## src/rtl/ctrl_seq_pkg.sv

```systemverilog
// Shared types and default timing for the control-loop sequencer.
// State encodings are exposed on state_dbg for the ILA, so keep them stable.
package ctrl_seq_pkg;

  typedef enum logic [2:0] {
    IDLE      = 3'd0,
    ADC_REQ   = 3'd1,
    ADC_WAIT  = 3'd2,
    LUT_WAIT  = 3'd3,
    PID_STEP  = 3'd4,
    PID_WAIT  = 3'd5,
    DUTY_LOAD = 3'd6,
    LOG       = 3'd7
  } seq_state_t;

  localparam int unsigned ADC_TIMEOUT_CYCLES_DEF = 200000;
  localparam int unsigned LUT_LATENCY_DEF        = 2;
  localparam int unsigned PID_LATENCY_DEF        = 3;
  localparam int unsigned MAX_FAULTS_DEF         = 3;
  localparam int unsigned CNT_WIDTH_DEF          = 8;

  function automatic int unsigned max3(input int unsigned a, input int unsigned b,
                                       input int unsigned c);
    int unsigned m;
    m = (a > b) ? a : b;
    return (m > c) ? m : c;
  endfunction

endpackage

```

## src/rtl/control_loop_sequencer_if.sv

```systemverilog
// Strobe/handshake bundle between the sequencer and the ADC, PID, duty and telemetry blocks.
interface control_loop_sequencer_if;

  logic adc_start;
  logic adc_done;
  logic pid_step;
  logic duty_load;
  logic duty_safe;
  logic fifo_full;
  logic fifo_wr_en;

  modport master (
    output adc_start, pid_step, duty_load, duty_safe, fifo_wr_en,
    input  adc_done, fifo_full
  );

  modport slave (
    input  adc_start, pid_step, duty_load, duty_safe, fifo_wr_en,
    output adc_done, fifo_full
  );

endinterface

```

## src/rtl/control_loop_sequencer_sat_counter.sv

```systemverilog
// Saturating up-counter with synchronous clear; holds at all-ones instead of wrapping.
module sat_counter #(
  parameter int unsigned WIDTH = 8
) (
  input  logic             clk,
  input  logic             rst_n,
  input  logic             clr_i,
  input  logic             inc_i,
  output logic [WIDTH-1:0] cnt_o
);

  logic [WIDTH-1:0] cnt_q;
  logic [WIDTH-1:0] cnt_d;

  always_comb begin
    cnt_d = cnt_q;
    if (clr_i) begin
      cnt_d = '0;
    end else if (inc_i && (cnt_q != '1)) begin
      cnt_d = cnt_q + WIDTH'(1);
    end
  end

  always_ff @(posedge clk or negedge rst_n) begin
    if (!rst_n) begin
      cnt_q <= '0;
    end else begin
      cnt_q <= cnt_d;
    end
  end

  assign cnt_o = cnt_q;

endmodule

```

## src/rtl/control_loop_sequencer.sv

```systemverilog
// One wall-follower iteration per control tick: ADC request, LUT settle, PID step, duty load, log.
// Build option: define SEQ_TELEMETRY_EN to include the LOG state and telemetry FIFO push.
module control_loop_sequencer
  import ctrl_seq_pkg::*;
#(
  parameter int unsigned ADC_TIMEOUT_CYCLES = ADC_TIMEOUT_CYCLES_DEF,
  parameter int unsigned LUT_LATENCY        = LUT_LATENCY_DEF,
  parameter int unsigned PID_LATENCY        = PID_LATENCY_DEF,
  parameter int unsigned MAX_FAULTS         = MAX_FAULTS_DEF,
  parameter int unsigned CNT_WIDTH          = CNT_WIDTH_DEF
) (
  input  logic                     clk,
  input  logic                     reset_n,
  input  logic                     tick_in,
  input  logic                     run_en,
  control_loop_sequencer_if.master bus,
  output logic                     busy,
  output logic                     fault,
  output logic [CNT_WIDTH-1:0]     overrun_cnt,
  output logic [CNT_WIDTH-1:0]     timeout_cnt,
  output logic [2:0]               state_dbg
);

  localparam int unsigned TMR_MAX = max3(ADC_TIMEOUT_CYCLES, LUT_LATENCY, PID_LATENCY);
  localparam int unsigned TMR_W   = $clog2(TMR_MAX + 1);

  seq_state_t           state_q, state_d;
  logic [TMR_W-1:0]     timer_q, timer_d;
  logic                 adc_start_q, adc_start_d;
  logic                 pid_step_q, pid_step_d;
  logic                 duty_load_q, duty_load_d;
  logic                 fifo_wr_en_q, fifo_wr_en_d;
  logic                 busy_q, busy_d;
  logic                 fault_q, fault_d;
  logic                 duty_safe_q, duty_safe_d;
  logic                 run_en_q;
  logic                 run_rise;
  logic                 adc_ok;
  logic                 adc_timeout;
  logic                 consec_clr;
  logic [CNT_WIDTH-1:0] consec_cnt;

  assign run_rise    = run_en & ~run_en_q;
  assign adc_ok      = (state_q == ADC_WAIT) && bus.adc_done;
  // adc_done coincident with the last timer cycle wins over the timeout
  assign adc_timeout = (state_q == ADC_WAIT) && !bus.adc_done &&
                       (timer_q == TMR_W'(ADC_TIMEOUT_CYCLES - 1));
  assign consec_clr  = run_rise | adc_ok;

  // State register
  always_ff @(posedge clk or negedge reset_n) begin
    if (!reset_n) begin
      state_q <= IDLE;
    end else begin
      state_q <= state_d;
    end
  end

  // Next-state logic; run_en low aborts everywhere except the in-flight ADC read
  always_comb begin
    state_d = state_q;
    unique case (state_q)
      IDLE:      if (tick_in && run_en && !fault_q) state_d = ADC_REQ;
      ADC_REQ:   state_d = run_en ? ADC_WAIT : IDLE;
      ADC_WAIT: begin
        if (bus.adc_done)     state_d = run_en ? LUT_WAIT : IDLE;
        else if (adc_timeout) state_d = IDLE;
      end
      LUT_WAIT: begin
        if (!run_en)                                   state_d = IDLE;
        else if (timer_q == TMR_W'(LUT_LATENCY - 1))   state_d = PID_STEP;
      end
      PID_STEP:  state_d = run_en ? PID_WAIT : IDLE;
      PID_WAIT: begin
        if (!run_en)                                   state_d = IDLE;
        else if (timer_q == TMR_W'(PID_LATENCY - 1))   state_d = DUTY_LOAD;
      end
`ifdef SEQ_TELEMETRY_EN
      DUTY_LOAD: state_d = run_en ? LOG : IDLE;
      LOG:       state_d = IDLE;
`else
      DUTY_LOAD: state_d = IDLE;
`endif
      default:   state_d = IDLE;
    endcase
  end

  // Output and timer next values, decoded from the upcoming state so strobes align with it
  always_comb begin
    adc_start_d  = (state_d == ADC_REQ);
    pid_step_d   = (state_d == PID_STEP);
    duty_load_d  = (state_d == DUTY_LOAD);
    fifo_wr_en_d = 1'b0;
    busy_d       = (state_d != IDLE);
    fault_d      = fault_q;
    timer_d      = timer_q + TMR_W'(1);
`ifdef SEQ_TELEMETRY_EN
    fifo_wr_en_d = (state_d == LOG) && !bus.fifo_full;
`endif
    if ((state_q == IDLE) || (state_d != state_q)) begin
      timer_d = '0;
    end
    if (run_rise) begin
      fault_d = 1'b0;
    end else if (adc_timeout && (consec_cnt >= CNT_WIDTH'(MAX_FAULTS - 1))) begin
      fault_d = 1'b1;
    end
    duty_safe_d = fault_d | ~run_en;
  end

  always_ff @(posedge clk or negedge reset_n) begin
    if (!reset_n) begin
      timer_q      <= '0;
      adc_start_q  <= 1'b0;
      pid_step_q   <= 1'b0;
      duty_load_q  <= 1'b0;
      fifo_wr_en_q <= 1'b0;
      busy_q       <= 1'b0;
      fault_q      <= 1'b0;
      duty_safe_q  <= 1'b1;
      run_en_q     <= 1'b0;
    end else begin
      timer_q      <= timer_d;
      adc_start_q  <= adc_start_d;
      pid_step_q   <= pid_step_d;
      duty_load_q  <= duty_load_d;
      fifo_wr_en_q <= fifo_wr_en_d;
      busy_q       <= busy_d;
      fault_q      <= fault_d;
      duty_safe_q  <= duty_safe_d;
      run_en_q     <= run_en;
    end
  end

  sat_counter #(.WIDTH(CNT_WIDTH)) u_overrun_cnt (
    .clk   (clk),
    .rst_n (reset_n),
    .clr_i (1'b0),
    .inc_i (tick_in && (state_q != IDLE)),
    .cnt_o (overrun_cnt)
  );

  sat_counter #(.WIDTH(CNT_WIDTH)) u_timeout_cnt (
    .clk   (clk),
    .rst_n (reset_n),
    .clr_i (1'b0),
    .inc_i (adc_timeout),
    .cnt_o (timeout_cnt)
  );

  sat_counter #(.WIDTH(CNT_WIDTH)) u_consec_cnt (
    .clk   (clk),
    .rst_n (reset_n),
    .clr_i (consec_clr),
    .inc_i (adc_timeout),
    .cnt_o (consec_cnt)
  );

`ifndef SEQ_TELEMETRY_EN
  logic unused_fifo_full;
  assign unused_fifo_full = bus.fifo_full;
`endif

  assign bus.adc_start  = adc_start_q;
  assign bus.pid_step   = pid_step_q;
  assign bus.duty_load  = duty_load_q;
  assign bus.duty_safe  = duty_safe_q;
  assign bus.fifo_wr_en = fifo_wr_en_q;
  assign busy           = busy_q;
  assign fault          = fault_q;
  assign state_dbg      = state_q;

endmodule

```

## src/flat_wrapper.sv

```systemverilog
// flat-port wrapper written by rule: the top's interface ports become plain ports
module control_loop_sequencer_flat import ctrl_seq_pkg::*;
#(
  parameter int unsigned ADC_TIMEOUT_CYCLES = ADC_TIMEOUT_CYCLES_DEF,
  parameter int unsigned LUT_LATENCY        = LUT_LATENCY_DEF,
  parameter int unsigned PID_LATENCY        = PID_LATENCY_DEF,
  parameter int unsigned MAX_FAULTS         = MAX_FAULTS_DEF,
  parameter int unsigned CNT_WIDTH          = CNT_WIDTH_DEF
)
  (clk, reset_n, tick_in, run_en, busy, fault, overrun_cnt, timeout_cnt, state_dbg, bus_adc_start, bus_pid_step, bus_duty_load, bus_duty_safe, bus_fifo_wr_en, bus_adc_done, bus_fifo_full);
  control_loop_sequencer_if bus_i ();
  input  logic clk;
  input  logic reset_n;
  input  logic tick_in;
  input  logic run_en;
  output logic busy;
  output logic fault;
  output logic [CNT_WIDTH-1:0] overrun_cnt;
  output logic [CNT_WIDTH-1:0] timeout_cnt;
  output logic [2:0] state_dbg;
  output wire logic [$bits(bus_i.adc_start)-1:0] bus_adc_start;
  output wire logic [$bits(bus_i.pid_step)-1:0] bus_pid_step;
  output wire logic [$bits(bus_i.duty_load)-1:0] bus_duty_load;
  output wire logic [$bits(bus_i.duty_safe)-1:0] bus_duty_safe;
  output wire logic [$bits(bus_i.fifo_wr_en)-1:0] bus_fifo_wr_en;
  input wire logic [$bits(bus_i.adc_done)-1:0] bus_adc_done;
  input wire logic [$bits(bus_i.fifo_full)-1:0] bus_fifo_full;
  assign bus_adc_start = bus_i.adc_start;
  assign bus_pid_step = bus_i.pid_step;
  assign bus_duty_load = bus_i.duty_load;
  assign bus_duty_safe = bus_i.duty_safe;
  assign bus_fifo_wr_en = bus_i.fifo_wr_en;
  assign bus_i.adc_done = bus_adc_done;
  assign bus_i.fifo_full = bus_fifo_full;
  control_loop_sequencer #(.ADC_TIMEOUT_CYCLES(ADC_TIMEOUT_CYCLES), .LUT_LATENCY(LUT_LATENCY), .PID_LATENCY(PID_LATENCY), .MAX_FAULTS(MAX_FAULTS), .CNT_WIDTH(CNT_WIDTH)) u_core (.clk(clk), .reset_n(reset_n), .tick_in(tick_in), .run_en(run_en), .bus(bus_i), .busy(busy), .fault(fault), .overrun_cnt(overrun_cnt), .timeout_cnt(timeout_cnt), .state_dbg(state_dbg));
endmodule
```

## config.mk

```make
export PLATFORM = sky130hd
export DESIGN_NAME = control_loop_sequencer_flat
export DESIGN_NICKNAME = d
export VERILOG_FILES = /design/src/rtl/ctrl_seq_pkg.sv /design/src/rtl/control_loop_sequencer_if.sv /design/src/rtl/control_loop_sequencer_sat_counter.sv /design/src/rtl/control_loop_sequencer.sv /design/src/flat_wrapper.sv
export SDC_FILE = /design/constraint.sdc
export NUM_CORES = 1
export LEC_CHECK = 0
export ABC_AREA = 1
export ABC_CLOCK_PERIOD_IN_PS = 3100
export CORE_MARGIN = 4
export CORE_UTILIZATION = 60
export CTS_BUF_LIST = sky130_fd_sc_hd__clkbuf_2
export DETAILED_ROUTE_END_ITERATION = 12
export PLACE_DENSITY = 0.84
export SKIP_CTS_REPAIR_TIMING = 1
export SLEW_MARGIN = 20
export SYNTH_ARGS = -nofsm -noshare
export SYNTH_HDL_FRONTEND = slang
export SYNTH_SLANG_ARGS = --single-unit
export TNS_END_PERCENT = 50
```

## constraint.sdc

```tcl
create_clock -name clk -period 3.1 [get_ports clk]
set_input_delay 0.62 -clock clk [delete_from_list [all_inputs] [get_ports clk]]
set_output_delay 0.62 -clock clk [all_outputs]
set_load 0.01 [all_outputs]
```

==> impl_metrics.ini <==
[worst_setup_path]
worstPathRequired_ns = 2.48
startpoint = u_core.state_dbg[1]$_DFF_PN0_
start_kind = flop
cp_slowest_cell = clkdlybuf4s50_1
crit_type = reg2out
cp_data_arrival_time_ns = 1.62
crit_path_max_incr_delay_ns = 0.61
critPathMaxFanout = 10
cp-end-kind = output port
crit_buf_inv = 1
cp_cell_sequence = clkdlybuf4s50_1
r2r_start = u_core.timer_q[0]$_DFF_PN0_
cp_top_family = buffers and inverters

[clocking]
cts_buffers = 5
clk_latency_ns = 0.44
cts_tree = built
h-tree-depth = 2
cts.sinks = 52
clk_pin_slew_ns = 0.26
clock-root-buffer = clkbuf_2
clockBufferDepth = 2

[global_route]
grt_start_max_net_pins = 43
antenna_found_initial = 0
grt_first_pass_wirelength_mm = 9.29
grt-ovfl-total = 0
track_usage_pct = 19.3
grt_pass1_vias = 2100

[place]
gp_congestion = 0.861
dp_hpwl_mm = 3.97
portBuffers = 29

[synthesis]
syn_inst = 327
ys_seq_area_share_pct = 46.4
ys_types = 34
async_flop_share_pct = 100
yosys_warnings = 0
syn_nets = 340
syn_area_per_cell_um2 = 8.59
synth_edf_count = 0
netlist_area_um2 = 2810
synthFlopType = dfrtp_1
ys_ff_latch = 52

[floorplanning]
ios = 32
fp.dieArea_um2 = 5840
die_y_um = 76.4
rows = 24
start_util_pct = 63.2
fp.dieW_um = 76.4
core-area_um2 = 4440

[run]
maxCapViolations = 0

[sta]
slew_headroom_pct = 57.7
skew_ns = 0.0137
period_needed_ns = 2.24
worstMarginPinSlew_ns = 0.634
finalSetupViolCount = 0
hold_violations = 0
rsz0062_at_grt = false
finalCritPeriodShare_pct = 72.2
setup-tns-final_ns = 0
fmax_mhz = 447
final_max_slew_viol_count = 0

[cells_and_area]
area_growth_pct = 13.9
final_common_cell = nand2_1
drive_gt1_share_pct = 12.4
fillCellCount = 351
antenna_cells = 0
mostFrequentLayoutCells = nand2_1, dfrtp_1, inv_1
fin_util_pct = 72.0
fin_nets = 374

[route]
dr.pass1.iters = 4
dr.first_iter.drc_count = 91
drc = 0
wirelength_mm = 5.17
post_drt_wl_per_cell_um = 12.5
viasPerCell = 5.34
vias = 2209
detail-route-antenna-nets = 0

[power]
leakagePower_nw = 1.49
irDropWorstVdd_v = 0.000397
powerDensity_nw_per_um2 = 493

[worst_hold_path]
hp-class = in2async

[run_status]
status = finished clean
## through the flow
stage          area (um^2)  setup WS, ns  hold WS [ns]  total power, mW  cells
2_1_floorplan         2810          1.38         0.324             1.09    327
3_3_place_gp          3120         0.688         0.482             1.23    405
3_5_place_dp          3120         0.668         0.482             1.24    405
4_1_cts               3190         0.844       -0.0236             1.59    413
5_1_grt               3200         0.741         0.504             1.69    414
6_report              3200         0.860         0.518             1.58    414
## worst reg2reg max path: stages, from the launching register on
cell     delay, ns
dfrtp_1       0.49
ha_1          0.23
nand3_2       0.12
nor2_1        0.15
nand3_2       0.17
nand2_1       0.10
nand2_1       0.05
nand2_1       0.09
nand3_1       0.13
nand3_4       0.28
nor2_1        0.07
## metal layers
layer,vias up,wire length [um],global-route usage [%]
met4,0,78,5.80
met1,1054,2380,24.3
li1,1101,-,-
met2,46,2520,33.0
met3,8,192,4.73
met5,-,0,0
## cells in the mapped netlist, drive strengths merged (2+ instances only)
library cell | number | share of area [%]
xor2 | 22 | 6.9
nand4 | 9 | 2.0
nor3 | 13 | 2.7
o31ai | 3 | 0.80
o21a | 2 | 0.53
nor4 | 3 | 0.67
ha | 7 | 3.1
o21ai | 2 | 0.36
nand2 | 62 | 8.6
buf | 4 | 1.6
dfrtp | 51 | 45
a21oi | 9 | 1.6
nor2 | 61 | 10
xnor2 | 8 | 2.5
inv | 42 | 5.6
nand3 | 21 | 4.5
## kinds of logic after synthesis
family                   count (synthesis)  share of synthesized area (%)
adder cells (fa/ha/maj)                  7                           3.12
other                                    1                          0.134
XOR/XNOR                                30                           9.36
multiplexers                             1                          0.401
AND/OR/NAND/NOR                        169                           28.9
buffers and inverters                   47                           7.31
flip-flops                              52                           46.4
AO/OA/AOI/OAI                           20                           4.37
## registers in the layout, summed over array words and instances, names as in the netlist
signal and cells:
u_core.bus.adc_start 1, u_core.busy 1, u_core.state_dbg 3, u_core.bus.duty_safe 1
u_core.bus.pid_step 1, u_core.timer_q 18, u_core.u_consec_cnt.cnt_o 8, u_core.run_en_q 1
u_core.u_timeout_cnt.cnt_o 8, u_core.fault 1, u_core.bus.duty_load 1, u_core.u_overrun_cnt.cnt_o 8
## report_power, final
group          switching (mW)  internal [mW]  total [mW]
clock                   0.213          0.134       0.348
combinational           0.236          0.179       0.415
sequential             0.0774          0.739       0.816
## cell type report
cell class	count	area [um^2]	area share, %
Sequential cell	52	1300	40.7
Multi-Input combinational cell	228	1300	40.6
Timing Repair Buffer	31	303	9.46
Inverter	43	161	5.04
Tap cell	52	65.1	2.03
Clock inverter	3	42.5	1.33
Clock buffer	5	25.0	0.782
## path summary, 6_finish.rpt
check | to | slack (ns) | cells past startpoint
max | state_dbg[1] | 0.86 | 1
min | u_core.u_timeout_cnt.cnt_o[2]$_DFFE_PN0P_ | 0.52 | 2
max reg2reg | u_core.timer_q[17]$_DFF_PN0_ | 1.14 | 10
min reg2reg | u_core.u_timeout_cnt.cnt_o[7]$_DFFE_PN0P_ | 0.53 | 2
max in group asynchronous | u_core.bus.duty_safe$_DFF_PN1_ | 1.79 | 3
min in group clk | u_core.u_timeout_cnt.cnt_o[7]$_DFFE_PN0P_ | 0.53 | 2
Power figures use the tool's default switching activity.
